### src/rtl/byte_fifo.sv
// Small synchronous first-word-fall-through FIFO that buffers selector bytes
// between a valid/ready producer and a valid/ready consumer.
module byte_fifo #(
  parameter int unsigned WIDTH = 8,
  parameter int unsigned DEPTH = 4
) (
  input  logic                         clk,
  input  logic                         rst_n,
  input  logic [WIDTH-1:0]             in_data,
  input  logic                         in_valid,
  output logic                         in_ready,
  output logic [WIDTH-1:0]             out_data,
  output logic                         out_valid,
  input  logic                         out_ready,
  output logic [$clog2(DEPTH+1)-1:0]   count
);

  localparam int unsigned PW = (DEPTH > 1) ? $clog2(DEPTH) : 1;
  localparam int unsigned CW = $clog2(DEPTH + 1);

  logic [WIDTH-1:0] mem [DEPTH];
  logic [PW-1:0]    wr_ptr;
  logic [PW-1:0]    rd_ptr;
  logic [CW-1:0]    cnt_q;
  logic             push_c;
  logic             pop_c;

  // Handshake flags come only from registered occupancy, so out_ready never reaches in_ready.
  assign in_ready  = (cnt_q != CW'(DEPTH));
  assign out_valid = (cnt_q != '0);
  assign push_c    = in_valid && in_ready;
  assign pop_c     = out_valid && out_ready;
  assign out_data  = out_valid ? mem[rd_ptr] : '0;
  assign count     = cnt_q;

  // Pointers wrap naturally because DEPTH is a power of two.
  always_ff @(posedge clk) begin
    if (!rst_n) begin
      wr_ptr <= '0;
      rd_ptr <= '0;
      cnt_q  <= '0;
    end else begin
      if (push_c) wr_ptr <= wr_ptr + PW'(1);
      if (pop_c)  rd_ptr <= rd_ptr + PW'(1);
      case ({push_c, pop_c})
        2'b10:   cnt_q <= cnt_q + CW'(1);
        2'b01:   cnt_q <= cnt_q - CW'(1);
        default: cnt_q <= cnt_q;
      endcase
    end
  end

  // Storage is never cleared; stale entries are masked by out_valid.
  always_ff @(posedge clk) begin
    if (rst_n && push_c) mem[wr_ptr] <= in_data;
  end

endmodule

### config.mk
export PLATFORM = sky130hd
export DESIGN_NAME = byte_fifo
export DESIGN_NICKNAME = d
export VERILOG_FILES = /design/src/rtl/byte_fifo.sv
export SDC_FILE = /design/constraint.sdc
export NUM_CORES = 1
export LEC_CHECK = 0
export BUFFER_PORTS_ARGS = -buffer_cell sky130_fd_sc_hd__buf_2
export CORE_ASPECT_RATIO = 0.8
export CORE_MARGIN = 5
export CORE_UTILIZATION = 56
export CTS_BUF_LIST = sky130_fd_sc_hd__clkbuf_8 sky130_fd_sc_hd__clkbuf_16
export CTS_CLUSTER_SIZE = 25
export DETAILED_ROUTE_END_ITERATION = 12
export PLACE_DENSITY = 0.78
export SYNTH_ARGS = -nofsm -noshare
export SYNTH_HDL_FRONTEND = slang
export SYNTH_SLANG_ARGS = --single-unit
### constraint.sdc
create_clock -name clk -period 2.7 [get_ports clk]
set_input_delay 0.135 -clock clk [delete_from_list [all_inputs] [get_ports clk]]
set_output_delay 0.135 -clock clk [all_outputs]
set_load 0.02 [all_outputs]
==> flow_summary.toml <==
[setup_path]
crit_path_end = "count[2]"
crit_top_cell = "inv_1"
crit_chain = "nor2_1 > a21boi_2 > inv_1 > ha_1 > inv_1 > fa_1 > xor2_1 > or3_1 > a21boi_0"
cp-startpoint = "count[1]"
arrival_ns = 2.26
worstSetupEndpointType = "register"
r2r_cells = 9
reg2reg_slack_ns = 0.66
reg2reg_to = "count[2]"
cp.required_ns = 2.91
start_kind = "register"
r2r_start = "count[1]"
cp_max_fo = 7
slowest_delay_ns = 0.37
crit_path_top_delay_cell = "dfxtp_1"
worstSetupPathType = "register to register"

[power_and_ir_drop]
p_per_area_nw_per_um2 = 988
swShare = 0.358
p_comb_frac = 0.391
ir_drop_mv = 0.456
power_leakage_nw = 0.762
p_seq_frac = 0.419
p_sw_mw = 0.713
p_int_mw = 1.28
power.share.clock = 0.190

[drt]
firstDrtPassIters = 3
drc_errors = 0
wl_per_cell_um = 14.8
final_antenna_net_count = 0
vias = 914
vias_per_cell = 5.22
drt_wl_total_um = 2600
dr.first_iter.drc_count = 46

[synthesis]
synthesis.nets = 124
yosysMostFrequentCell = "edfxtp_1"
yosysTopAreaCell = "edfxtp_1"
ys_seq_area_frac = 0.640
netlist_area_sq_um = 1780
synth_top_cell_area_share = 0.539
synth_area_leaders = "edfxtp_1 (54%), dfxtp_1 (10%), mux4_2 (10%)"
synth_ff_type = "edfxtp_1"
synth_edf_count = 32
async_reset_ff_frac = 0
synth_cell_types = 26
ys_warn_count = 0
synthTopCellsByCount = "edfxtp_1 (32), dfxtp_1 (9), mux4_2 (8), nand2_1 (8), nor2b_4 (8)"
ys_seq_elements = 41
syn_inst = 106
postSynthAreaPerCell_sq_um = 16.8

[finish]
fillers = 226
diodes = 0
nNetsFinal = 152
postLayoutCellArea_sq_um = 2010
drive_above_1_share = 0.385
area_growth_pct = 13.1

[clocking]
numCtsBuffers = 5
cts_tree = "done"
htreeDepth = 2
cts_buffer_depth = 2
cts_resized = 0
clk_pin_slew_ns = 0.08
clkSinkCount = 41
cts_setup_buffers = 0
cts_hold_buf = 0
clk-insertion-delay-late_ns = 0.28
cts.root.buffer_cell = "clkbuf_8"

[floorplan]
die_h_um = 60.5
die-area_sq_um = 4420
start_util = 0.582
core-area_sq_um = 3060
ioPinCount = 25
die_x_um = 73.1
num_rows = 18

[global_routing]
overflow = 0
grt_pass1_wl_um = 4310
grt_pass1_vias = 938
antenna_found_initial = 0
grt_max_degree = 15
track_usage = 0.136

[status]
status = "complete, no violations"

[sta]
setup_slack_ns = 0.656
finalCriticalPeriod_ns = 2.04
slew_viol_final = 0
clock.fmax_mhz = 489
hold_viol = 0
relSlewSlack = 0.626
fin_tns_setup_ns = 0
setup_viol = 0
period_share = 0.757
fin_skew_ns = 0.00561
worst_pin_slew_ns = 0.560
grt_setup_unrepaired = "false"

[placed_design]
place_hpwl_um = 1890
post-place-ws_ns = 0.623
port_buffers = 24
placed_area_sq_um = 1930
gp_congestion = 0.739

[worst_hold_path]
hp-class = "primary input to register"
min_from = "in_data[4]"

[job]
cap_violations = 0
==> power groups by stage <==
stage	sequential, mW	clock (mW)	combinational (mW)
final	0.834	0.379	0.777
after global routing	0.849	0.421	0.848
after CTS	0.837	0.383	0.791
after detailed placement	0.852	0	0.788
after global placement	0.843	0	0.774
after floorplan	0.831	0	0.633
==> cell type report <==
cell class                 instances  area [sq um]  area share
sequential                        41          1140       0.566
multi-input combinational         54           583       0.289
timing repair buffer              25           128      0.0634
clock buffer                       5          68.8      0.0342
tap                               40          50.0      0.0248
inverter                           7          26.3      0.0130
clock inverter                     3          17.5     0.00870
==> flip-flops by register name, indices dropped and copies added (netlist names), named ones only <==
register and count:
mem 32, count 3, rd_ptr 2, wr_ptr 2
==> per-stage QoR <==
step	std cells	total power, mW	util	hold slack [ns]
after global placement	167	1.62	0.629	0.349
after CTS	175	2.01	0.658	0.0557
after detailed placement	167	1.64	0.629	0.353
after floorplan	106	1.46	-	0.234
after global routing	175	2.12	0.658	0.0481
final	175	1.99	0.658	0.0601
==> worst min-delay path by stage <==
stage                     end  slack [ns]  depth (start not counted)
floorplan           mem[0][0]        0.23                          0
global placement    mem[1][2]        0.35                          1
detailed placement  mem[0][7]        0.35                          1
CTS                 mem[1][4]        0.06                          1
global route        mem[1][4]        0.05                          1
finish              mem[1][4]        0.06                          1
==> cells in the final DEF (no fill, tap or decap) <==
cell type   synthesis  layout
inv_1               7       7
clkinv_2            0       2
mux2i_1             2       2
fa_1                1       1
a21boi_2            1       1
dfxtp_1             9       9
a21boi_1            1       1
or3_1               2       2
o21ai_2             1       1
nand4bb_1           1       1
nor2_1              1       1
clkbuf_8            0       5
mux4_2              8       8
a21boi_0            1       1
nor2b_1             1       1
buf_4               0       1
edfxtp_1           32      32
xnor2_1             1       1
nor3_4              1       1
o21ai_0             4       4
and2_1              2       2
nor2b_4             8       8
ha_1                5       5
xor2_1              1       1
nand2_1             8       8
clkinvlp_4          0       1
buf_2               0      24
and3_1              4       4
==> critical path, delay by kind of cell, from the launching register on <==
| family | cells | cell delay, ns |
|---|---|---|
| adders and majority gates | 2 | 0.54 |
| and+or+nand+nor | 2 | 0.48 |
| DFF | 1 | 0.37 |
| AOI/OAI and AO/OA | 2 | 0.28 |
| buffers and inverters | 2 | 0.15 |
| xor gates and xnor gates | 1 | 0.15 |
==> routing by layer <==
layer / GRT usage / up-vias / part of all wire
met4: 0.0316 / 0 / 0.0039
li1: - / 444 / -
met2: 0.247 / 13 / 0.53
met1: 0.159 / 455 / 0.42
met3: 0.0447 / 2 / 0.037
met5: 0 / - / 0
==> cell families (layout without fill, tap and decap cells) <==
logic type | count (synthesis) | in the layout | synth area share
flops | 41 | 41 | 0.640
mux | 10 | 10 | 0.112
compound gates | 8 | 8 | 0.0309
buf+inv | 11 | 40 | 0.0323
fa+ha+maj | 6 | 6 | 0.0463
xor+xnor | 2 | 2 | 0.00983
simple gates | 28 | 28 | 0.128
Note: power is estimated with default switching activity, not from simulation.
